<file path="config.mk">
export PLATFORM = sky130hd
export DESIGN_NAME = pif_xi_regbank_flat
export DESIGN_NICKNAME = d
export VERILOG_FILES = /design/src/rtl/pif_xi_if.sv /design/src/rtl/pif_xi_regbank.sv /design/src/flat_wrapper.sv
export SDC_FILE = /design/constraint.sdc
export NUM_CORES = 1
export LEC_CHECK = 0
export CORE_MARGIN = 8
export CORE_UTILIZATION = 34
export CTS_CLUSTER_SIZE = 24
export DETAILED_ROUTE_END_ITERATION = 10
export GPL_TIMING_DRIVEN = 0
export SKIP_LAST_GASP = 1
export SYNTH_ARGS = -nofsm -noshare
export SYNTH_HDL_FRONTEND = slang
export SYNTH_SLANG_ARGS = --single-unit
</file>
<file path="constraint.sdc">
create_clock -name xclk -period 2.36 [get_ports xclk]
set_input_delay 0.354 -clock xclk [delete_from_list [all_inputs] [get_ports xclk]]
set_output_delay 0.354 -clock xclk [all_outputs]
set_load 0.1 [all_outputs]
</file>
<file path="src/rtl/pif_xi_if.sv">
// XI strobe bus between the I2C/wishbone front end (master) and the register bank (slave).
// xo carries the registered read byte back to the front end.
interface pif_xi_if #(
  parameter int XA_BITS   = 4,
  parameter int DATA_BITS = 6,
  parameter int SUBA_BITS = 3
);
  logic                 xi_pwr;
  logic [XA_BITS-1:0]   xi_prwa;
  logic                 xi_prdfinished;
  logic [SUBA_BITS-1:0] xi_prdsuba;
  logic [DATA_BITS-1:0] xi_pd;
  logic [7:0]           xo;

  modport master (
    output xi_pwr, xi_prwa, xi_prdfinished, xi_prdsuba, xi_pd,
    input  xo
  );

  modport slave (
    input  xi_pwr, xi_prwa, xi_prdfinished, xi_prdsuba, xi_pd,
    output xo
  );
endinterface

</file>
<file path="src/rtl/pif_xi_regbank.sv">
// Register bank behind the XI strobes: ID string, scratch, LED, tick snapshot and
// write-strobe counter, with a one-clock registered read mux onto xo.
module pif_xi_regbank #(
  parameter int          XA_BITS   = 4,
  parameter int          DATA_BITS = 6,
  parameter int          SUBA_BITS = 3,
  parameter logic [63:0] ID_STRING = 64'h5049_4620_7631_2E30
) (
  input  logic                   xclk,
  input  logic                   rst,
  pif_xi_if.slave                xi,
  output logic [DATA_BITS-1:0]   led_o,
  output logic [2*DATA_BITS-1:0] scratch_o
);

  localparam logic [XA_BITS-1:0]   ADDR_ID      = XA_BITS'(0);
  localparam logic [XA_BITS-1:0]   ADDR_SCRATCH = XA_BITS'(1);
  localparam logic [XA_BITS-1:0]   ADDR_LED     = XA_BITS'(2);
  localparam logic [XA_BITS-1:0]   ADDR_TICK    = XA_BITS'(3);
  localparam logic [XA_BITS-1:0]   ADDR_WRCOUNT = XA_BITS'(4);
  localparam logic [SUBA_BITS-1:0] SUB0         = SUBA_BITS'(0);
  localparam logic [SUBA_BITS-1:0] SUB1         = SUBA_BITS'(1);
  localparam logic [SUBA_BITS-1:0] SUB2         = SUBA_BITS'(2);
  localparam logic [SUBA_BITS-1:0] SUB_MAX      = {SUBA_BITS{1'b1}};

  logic [XA_BITS-1:0]   prevAddr;
  logic [SUBA_BITS-1:0] wsub;
  logic [SUBA_BITS-1:0] wsubNext;
  logic [SUBA_BITS-1:0] effSub;
  logic                 addrChange;
  logic [DATA_BITS-1:0] stage;
  logic [23:0]          tick;
  logic [23:0]          snap;
  logic [7:0]           wrCount;
  logic [7:0]           wrCountNext;
  logic                 wrClear;
  logic [7:0]           xoReg;
  logic [7:0]           xoNext;
  logic [63:0]          idShifted;
  logic [15:0]          scratchWide;

  // Sub-index: a write on a fresh address always lands on sub 0, then walks up
  // and sticks at the top sub so runaway bursts cannot wrap onto sub 0.
  always_comb begin
    addrChange = (xi.xi_prwa != prevAddr);
    effSub     = addrChange ? SUB0 : wsub;
    wsubNext   = wsub;
    if (xi.xi_pwr) begin
      if (addrChange) begin
        wsubNext = SUB1;
      end else if (wsub != SUB_MAX) begin
        wsubNext = wsub + SUBA_BITS'(1);
      end
    end else if (addrChange) begin
      wsubNext = SUB0;
    end
  end

  // Read-clear wins over counting, but a coincident strobe is still counted once.
  always_comb begin
    wrClear     = xi.xi_prdfinished && (xi.xi_prwa == ADDR_WRCOUNT) && (xi.xi_prdsuba == SUB0);
    wrCountNext = wrCount;
    if (wrClear) begin
      wrCountNext = xi.xi_pwr ? 8'h01 : 8'h00;
    end else if (xi.xi_pwr && (wrCount != 8'hFF)) begin
      wrCountNext = wrCount + 8'h01;
    end
  end

  always_comb begin
    idShifted   = ID_STRING << {xi.xi_prdsuba, 3'b000};
    scratchWide = 16'(scratch_o);
    xoNext      = 8'h00;
    case (xi.xi_prwa)
      ADDR_ID: begin
        xoNext = idShifted[63:56];
      end
      ADDR_SCRATCH: begin
        if (xi.xi_prdsuba == SUB0) begin
          xoNext = scratchWide[15:8];
        end else if (xi.xi_prdsuba == SUB1) begin
          xoNext = scratchWide[7:0];
        end
      end
      ADDR_LED: begin
        if (xi.xi_prdsuba == SUB0) begin
          xoNext = 8'(led_o);
        end
      end
      ADDR_TICK: begin
        if (xi.xi_prdsuba == SUB0) begin
          xoNext = snap[23:16];
        end else if (xi.xi_prdsuba == SUB1) begin
          xoNext = snap[15:8];
        end else if (xi.xi_prdsuba == SUB2) begin
          xoNext = snap[7:0];
        end
      end
      ADDR_WRCOUNT: begin
        if (xi.xi_prdsuba == SUB0) begin
          xoNext = wrCount;
        end
      end
      default: begin
        xoNext = 8'h00;
      end
    endcase
  end

  always_ff @(posedge xclk) begin
    if (rst) begin
      prevAddr  <= '0;
      wsub      <= '0;
      stage     <= '0;
      scratch_o <= '0;
      led_o     <= '0;
      tick      <= '0;
      snap      <= '0;
      wrCount   <= '0;
      xoReg     <= '0;
    end else begin
      prevAddr <= xi.xi_prwa;
      wsub     <= wsubNext;
      tick     <= tick + 24'd1;
      wrCount  <= wrCountNext;
      xoReg    <= xoNext;
      if (xi.xi_pwr) begin
        if (xi.xi_prwa == ADDR_SCRATCH) begin
          // Sub 1 commits the pair, pairing the earlier staged half with this data.
          if (effSub == SUB0) begin
            stage <= xi.xi_pd;
          end else if (effSub == SUB1) begin
            scratch_o <= {stage, xi.xi_pd};
          end
        end
        if ((xi.xi_prwa == ADDR_LED) && (effSub == SUB0)) begin
          led_o <= xi.xi_pd;
        end
        if (xi.xi_prwa == ADDR_TICK) begin
          snap <= tick;
        end
      end
    end
  end

  assign xi.xo = xoReg;

endmodule

</file>
<file path="src/flat_wrapper.sv">
// flat-port wrapper written by rule: the top's interface ports become plain ports
module pif_xi_regbank_flat 
#(
  parameter int          XA_BITS   = 4,
  parameter int          DATA_BITS = 6,
  parameter int          SUBA_BITS = 3,
  parameter logic [63:0] ID_STRING = 64'h5049_4620_7631_2E30
)
  (xclk, rst, led_o, scratch_o, xi_xi_pwr, xi_xi_prwa, xi_xi_prdfinished, xi_xi_prdsuba, xi_xi_pd, xi_xo);
  pif_xi_if #(.XA_BITS(XA_BITS), .DATA_BITS(DATA_BITS), .SUBA_BITS(SUBA_BITS)) xi_i ();
  input  logic xclk;
  input  logic rst;
  output logic [DATA_BITS-1:0] led_o;
  output logic [2*DATA_BITS-1:0] scratch_o;
  input wire logic [$bits(xi_i.xi_pwr)-1:0] xi_xi_pwr;
  input wire logic [$bits(xi_i.xi_prwa)-1:0] xi_xi_prwa;
  input wire logic [$bits(xi_i.xi_prdfinished)-1:0] xi_xi_prdfinished;
  input wire logic [$bits(xi_i.xi_prdsuba)-1:0] xi_xi_prdsuba;
  input wire logic [$bits(xi_i.xi_pd)-1:0] xi_xi_pd;
  output wire logic [$bits(xi_i.xo)-1:0] xi_xo;
  assign xi_i.xi_pwr = xi_xi_pwr;
  assign xi_i.xi_prwa = xi_xi_prwa;
  assign xi_i.xi_prdfinished = xi_xi_prdfinished;
  assign xi_i.xi_prdsuba = xi_xi_prdsuba;
  assign xi_i.xi_pd = xi_xi_pd;
  assign xi_xo = xi_i.xo;
  pif_xi_regbank #(.XA_BITS(XA_BITS), .DATA_BITS(DATA_BITS), .SUBA_BITS(SUBA_BITS), .ID_STRING(ID_STRING)) u_core (.xclk(xclk), .rst(rst), .xi(xi_i), .led_o(led_o), .scratch_o(scratch_o));
endmodule
</file>
* After elaboration in Yosys (flattened, before gate mapping) *
Index checks and enable logic that the tools add are counted.

word-level totals
  flip-flop bits (word level) = 95
  input port bits = 17
  output and inout bits = 26

operators by class
  add/sub/neg operators = 3
  eq/ne operators = 11
  shift-type cells = 1
  muxes and demuxes = 15
  bitwise gates (word level) = 1
  reductions and logical operators = 12

operators by type and width
  kind                   number
  $mux 8                 8
  $shl 63x6->64 const A  1
  $pmux 8 s5             1
  $add 24x1->24 const B  1
  $mux 3                 4
  $add 8x1->8 const B    1
  $eq 4x2->1 const B     2
  $ne 8x8->1 const B     1
  $eq 3x1->1 const B     2
  $logic_not 3->1        2
  $mux 6                 1
  $eq 4x1->1 const B     1
  $eq 4x3->1 const B     1
  $logic_and 1x1->1      4
  $logic_not 4->1        1
  $ne 4x4->1             1
  $reduce_and 2->1       2
  $reduce_and 4->1       1
  $add 3x1->3 const B    1
  $eq 3x2->1 const B     1
  $ne 3x1->1 const B     1
  $ne 3x3->1 const B     1
  $reduce_and 3->1       1
  $reduce_bool 2->1      1
  other kinds (2)        2

* Depth between registers and ports, before layout *
Gate-level depths: netlist of the first run.

  depth in word-level cells = 5
  depth in mapped cells = 7
  mapped depth without buffers = 5

* Worst setup path before layout of the first run *
No wires, ideal clock.

  path type = flip-flop to flip-flop
  start point = reg u_core.tick[0]
  end point = reg u_core.tick[22]
  setup time = 123 ps
  arrival = 1791 ps
  data required time = 2237 ps
  setup slack = 446 ps
  cell stages (with the launch flop) = 7
  buffers on the path = 1
  clock period less this slack = 1914 ps
  path through = dfxtp_1 > ha_1 > nand4_1 > or3_1 > buf_2 > nor4_1 > mux2_1

on the way
  longest elaborated chain between the ends = 1

ends and longest elaborated chain
  item                    RTL line               source
  start, declared         pif_xi_regbank.sv:32   logic [23:0] tick;
  start signal, assigned  pif_xi_regbank.sv:124  tick <= tick + 24'd1;
  $add 24x1->24           pif_xi_regbank.sv:124

No other way between the ends.
A chain may end at the register's enable or synchronous reset.

* Final worst setup path of the first run *
  start point = reg u_core.scratch_o[0]
  end point = out scratch_o[0]

RTL lines
  item                    RTL line               source
  start, declared         pif_xi_regbank.sv:13   output logic [2*DATA_BITS-1:0] scratch_o
  start signal, assigned  pif_xi_regbank.sv:133  scratch_o <= {stage, xi.xi_pd};
  end, declared           flat_wrapper.sv:14     output logic [2*DATA_BITS-1:0] scratch_o;

No word-level cell between the ends.

==> results of run 1 <==
cells in the mapped netlist, types with 6 or more instances:
| library cell | count | area, um2 |
|---|---|---|
| xor2_1 | 7 | 61.31 |
| nor3_1 | 16 | 80.08 |
| o32ai_1 | 7 | 61.31 |
| nand3_1 | 24 | 120.1 |
| o21ai_0 | 20 | 100.1 |
| nand2_1 | 66 | 247.7 |
| nor2_1 | 30 | 112.6 |
| nand4_1 | 11 | 68.82 |
| clkbuf_1 | 34 | 127.6 |
| xnor2_1 | 10 | 87.58 |
| a31oi_1 | 6 | 37.54 |
| nor2b_1 | 16 | 100.1 |
| or3_1 | 9 | 56.30 |
| nand2b_1 | 23 | 143.9 |
| a21oi_1 | 52 | 260.3 |
| dfxtp_1 | 95 | 1902 |
| mux2i_1 | 16 | 160.2 |
| inv_1 | 12 | 45.04 |
path summary, 6_finish.rpt:
path                  startpoint                 end  slack (ps)
min                xi_xi_prwa[0]  u_core.prevAddr[0]         360
max reg2reg       u_core.tick[0]     u_core.tick[22]         130
min reg2reg       u_core.snap[0]      u_core.snap[0]         450
max          u_core.scratch_o[0]        scratch_o[0]          60
metrics by stage:
step	power [mW]	TNS, ps	hold WS (ps)	std cells	utilization [%]
6_report	3.139	0	356.3	768	40.73
5_1_grt	3.254	-17.41	365.2	767	40.72
4_1_cts	3.167	0	343.9	767	40.61
3_5_place_dp	1.897	-3029	449.7	755	38.76
3_3_place_gp	1.893	-3374	448.3	755	38.76
2_1_floorplan	1.819	0	433.6	543	-
where the power goes:
group | internal [mW] | total [mW] | switching [mW]
logic | 0.0803 | 0.229 | 0.149
registers | 1.62 | 1.64 | 0.0169
clock network | 0.689 | 1.27 | 0.585
total | 2.39 | 3.14 | 0.751
cell type report:
| cell class | instances | area, um2 |
|---|---|---|
| fill | 1346 | 7755 |
| multi-input combinational | 396 | 2397 |
| sequential | 95 | 1902 |
| timing repair buffer | 36 | 360.3 |
| clock buffer | 10 | 229.0 |
| tap | 176 | 220.2 |
| buffer | 40 | 161.4 |
| inverter | 12 | 45.04 |
| clock inverter | 2 | 12.51 |
| antenna | 1 | 2.502 |
metal layers:
| metal | global-route usage [%] | routed length, um | vias to the layer above |
|---|---|---|---|
| met2 | 24.55 | 6007 | 108 |
| met3 | 3.815 | 702 | 21 |
| met1 | 18.67 | 5660 | 1931 |
| met4 | 7.562 | 301 | 0 |
| met5 | 0 | 0 | - |
| li1 | - | - | 2014 |
cells by family after synthesis:
kind of cell / after synthesis / share of synthesized area, %
AO/OA/AOI/OAI: 123 / 16.71
multiplexers: 18 / 4.067
AND/OR/NAND/NOR: 234 / 27.86
flip-flops: 95 / 42.34
XOR/XNOR: 17 / 3.315
adder cells (fa/ha/maj): 4 / 1.114
buffers and inverters: 52 / 4.596
flip-flops by register name, summed over array words and instances (netlist names):
name and cells:
u_core.stage 6, u_core.led_o 6, u_core.snap 24, u_core.wsub 3, u_core.tick 24, u_core.scratch_o 12, u_core.xi.xo 8, u_core.wrCount 8
u_core.prevAddr 4
==> results by group, run 1 <==
Run status
  • Status: complete, no violations

STA
  • Final setup viols: 0
  • Setup ws final: 64.37 ps
  • Final Hold Fails: 0
  • Post-route clock period utilization: 97.27%
  • Post-route minimum period: 2296 ps
  • Max Slew Vio Count: 0
  • Fmax: 0.4356 GHz
  • Setup Skew: 6.028 ps
  • Slew HR: 33.92%
  • Slew @ Worst Pin: 988.1 ps

Flow run
  • Max Cap Violations: 0

Worst setup path
  • R2R cell count: 6
  • Crit Path Max Fanout: 3
  • Delay-heaviest family, CP: buffers and inverters
  • Levels on crit path: 1
  • Critical Path End Type: primary output
  • Slowest cell on crit path: clkdlybuf4s50_1
  • WS Path Type: reg -> out
  • Crit-path cells: clkdlybuf4s50_1
  • Max stage delay on crit path: 1180 ps
  • Worst Path Arrival: 1940 ps
  • CP required: 2010 ps
  • Critical Path Source Type: flip-flop
  • Crit path buffers/inverters: 1

Layout
  • Final nets: 611
  • Most frequent cells in the layout: 95 x dfxtp_1, 66 x nand2_1, 52 x a21oi_1
  • P&R area growth vs syn: 18.66%
  • Most common cell after layout, fill and taps aside: dfxtp_1
  • Design area: 0.005330 mm2
  • Proportion of layout cells with a drive suffix above 1: 4.569%

Routing
  • WL/cell: 16.50 um
  • Vias per cell: 5.305
  • Drt drc: 0
  • Detail Route Antenna Nets: 0
  • Via Count: 4074
  • TritonRoute pass-1 iters: 5
  • 1st-iter DRT viols: 261
  • Drt total wl: 12670 um

GRT
  • First-pass GRT wire length: 19930 um
  • Largest net degree at the start of global routing: 14
  • Total grt overflow: 0
  • Initial antenna violation count: 0
  • Vias in the first global route: 3804
  • GR Util All Layers: 15.29%

Clock network
  • CTS Sinks: 95
  • Worst skew pair latency: 350 ps
  • Hold buffers post-CTS: 0
  • Postcts setup bufs: 0
  • CTS tree: yes
  • Post_cts resized: 0
  • Maximum buffer depth of the clock tree: 2
  • H-tree depth: 3
  • CTS Buf Count: 9
  • Clock slew at reported path FFs: 60 ps
  • CTS Root Cell: clkbuf_16

Yosys
  • Post-Syn Area: 0.004492 mm2
  • Synthesized area per cell: 8.272 um2
  • Synthesized instance count: 543
  • Post-synth EDFFs: 0
  • FF+latch count, synth: 95
  • Synth Warn #: 0
  • Number of distinct library cells after synthesis: 62
  • Synth Flop Type: dfxtp_1
  • Sequential fraction of the synthesis area: 42.34%
  • Net Count, Synth: 564
  • Async SR Flop Fraction: 0%

Place
  • Post-DP HPWL: 9485 um
  • Post-place setup slack: -223.0 ps
  • Final GP Congestion: 0.9220
  • Dpl cell area: 0.005072 mm2
  • Port bufs: 36

Min path
  • Hold Path Class: in -> reg
  • Worst hold path stage count: 2

Power
  • PD cells: 588.8 mW/mm2
  • LEAKAGE: 1.672 nW
  • Peak VDD IR: 0.0004039 V

Die
  • Rows: 42
  • Floorplan core area: 0.01309 mm2
  • Ports: 43
  • Initial Utilization: 34.33%
  • Die W: 130.9 um
  • Die height: 130.9 um
  • Die area: 0.01715 mm2
Power figures use the tool's default switching activity.
==> run 2: changes to the inputs <==
- CTS_CLUSTER_DIAMETER: default -> 120
- SKIP_LAST_GASP: 1 -> default
==> results of run 2 <==
Final layout, timing and power as in run 1 (identical DEF).
==> run 3: changes to the inputs <==
- CORE_UTILIZATION: 34 -> 25
- GPL_ROUTABILITY_DRIVEN: default -> 0
- SKIP_CTS_REPAIR_TIMING: default -> 1
==> run 3 against run 2 <==
Global-route usage is 3.7 points lower. Critical path depth unchanged. Largest power group unchanged. Highest routed layer is now met5. Die area increased by 31%. Sequential power is essentially flat. Hold slack worse by 2.9 ps.
==> results by group, run 3 (same netlist as run 1, synthesis figures left out) <==
Run status
  • Status: complete, no violations

STA
  • Post-route minimum period: 2313 ps (+17.78 ps)
  • Slew HR: 33.33% (-0.59 points)
  • Final Hold Fails: 0 (unchanged)
  • Max Slew Vio Count: 0 (unchanged)
  • Slew @ Worst Pin: 990.9 ps (+2.855 ps)
  • Setup ws final: 46.59 ps (-17.78 ps)
  • RSZ-0062 raised after global routing: false
  • Hold WS: 353.4 ps (-2.861 ps)
  • Final setup viols: 0 (unchanged)
  • Post-route clock period utilization: 98.03% (+0.75 points)
  • Setup Skew: 7.274 ps (+1.246 ps)
  • Fmax: 0.4323 GHz (-0.77%)

Clock network
  • Clock slew at reported path FFs: 70 ps (about the same)
  • CTS Sinks: 95 (unchanged)
  • CTS Buf Count: 9 (unchanged)
  • Worst skew pair latency: 350 ps (about the same)
  • CTS tree: yes
  • Maximum buffer depth of the clock tree: 2 (unchanged)
  • CTS Root Cell: clkbuf_16
  • H-tree depth: 3 (unchanged)

Worst setup path
  • Critical Path Source Type: flip-flop
  • WS Path Type: reg -> out
  • CP required: 2010 ps (about the same)
  • Delay-heaviest family, CP: buffers and inverters
  • Slowest cell on crit path: clkdlybuf4s50_1
  • Max stage delay on crit path: 1180 ps (about the same)
  • Crit Path Max Fanout: 3 (unchanged)
  • Critical Path End Type: primary output
  • Worst Path Arrival: 1960 ps (+20 ps)
  • Crit-path cells: clkdlybuf4s50_1
  • Crit path buffers/inverters: 1 (unchanged)

GRT
  • Initial antenna violation count: 1 (+1)
  • GR Util All Layers: 11.63% (-3.7 points)
  • First-pass GRT wire length: 20710 um (+3.9%)
  • Total grt overflow: 0 (unchanged)
  • Vias in the first global route: 3845 (+1.1%)
  • Largest net degree at the start of global routing: 17 (+3)

Routing
  • WL/cell: 15.46 um (-6.3%)
  • 1st-iter DRT viols: 329 (+26%)
  • Drt drc: 0 (unchanged)
  • Vias per cell: 4.913 (-7.4%)
  • TritonRoute pass-1 iters: 6 (+1)
  • Drt total wl: 12740 um (+0.56%)
  • Detail Route Antenna Nets: 0 (unchanged)
  • Via Count: 4048 (-0.64%)

Layout
  • Design area: 0.005430 mm2 (+1.9%)
  • Proportion of layout cells with a drive suffix above 1: 5.546% (+0.98 points)
  • Most frequent cells in the layout: 95 x dfxtp_1, 66 x nand2_1, 52 x a21oi_1
  • Most common cell after layout, fill and taps aside: dfxtp_1
  • Final nets: 611 (unchanged)
  • Largest registers: u_core.snap (24), u_core.tick (24), u_core.scratch_o (12)
  • Ant. Diodes: 0 (-1)
  • P&R area growth vs syn: 20.89%

Flow run
  • Max Cap Violations: 0 (unchanged)

Power
  • PD cells: 599.2 mW/mm2 (+1.8%)
  • LEAKAGE: 1.717 nW (+2.7%)
  • Overall Power: 3.254 mW (+3.7%)
  • Peak VDD IR: 0.0004316 V (+6.9%)

Place
  • Post-place setup slack: -261.4 ps (-38.47 ps)
  • Dpl cell area: 0.005139 mm2 (+1.3%)
  • Post-DP HPWL: 9545 um (+0.63%)
  • Port bufs: 36 (unchanged)

Die
  • Die height: 150.0 um (+15%)
  • Ports: 43 (unchanged)
  • Rows: 49 (+17%)
  • Die W: 150.0 um (+15%)
  • Floorplan core area: 0.01778 mm2 (+36%)
  • Die area: 0.02251 mm2 (+31%)
  • Initial Utilization: 25.26% (-9.1 points)

Min path
  • Hold Path Class: in -> reg
==> run 3: area by class of cell <==
| type | instances | area, um2 |
|---|---|---|
| fill | 1905 | 12350 |
| timing repair buffer | 36 | 362.8 |
| sequential | 95 | 1902 |
| clock buffer | 10 | 239.0 |
| buffer | 40 | 162.7 |
| inverter | 12 | 45.04 |
| tap | 229 | 286.5 |
| multi-input combinational | 396 | 2390 |
| clock inverter | 6 | 42.54 |
==> run 3: final timing paths <==
check | slack, ps | startpoint | end | depth (start not counted)
setup / recovery | 50 | u_core.scratch_o[9] | scratch_o[9] | 1
hold / removal | 350 | xi_xi_prwa[0] | u_core.prevAddr[0] | 2
setup reg to reg | 190 | u_core.tick[0] | u_core.tick[22] | 6
hold reg to reg | 460 | u_core.snap[1] | u_core.snap[1] | 2
==> run 3: power by group <==
| group | switching [mW] | leakage (nW) | internal [mW] |
|---|---|---|---|
| Sequential | 0.0156 | 0.768 | 1.62 |
| Combinational | 0.150 | 0.809 | 0.0803 |
| Clock | 0.642 | 0.141 | 0.748 |
| Total | 0.807 | 1.72 | 2.45 |
==> run 3: stage by stage <==
step / utilization (%) / cells / TNS [ps]
floorplan: - / 543 / 0
global placement: 28.90 / 808 / -4708
detailed placement: 28.90 / 808 / -3968
CTS: 30.49 / 824 / 0
global route: 30.54 / 824 / 0
finish: 30.54 / 824 / 0
==> run 3: layer usage <==
metal	up-vias	share of wire (%)	GRT usage [%]
met5	-	0.10	0
met4	2	1.7	3.598
met3	25	6.4	3.840
met2	99	46	18.22
met1	1906	45	14.83
li1	2016	-	-
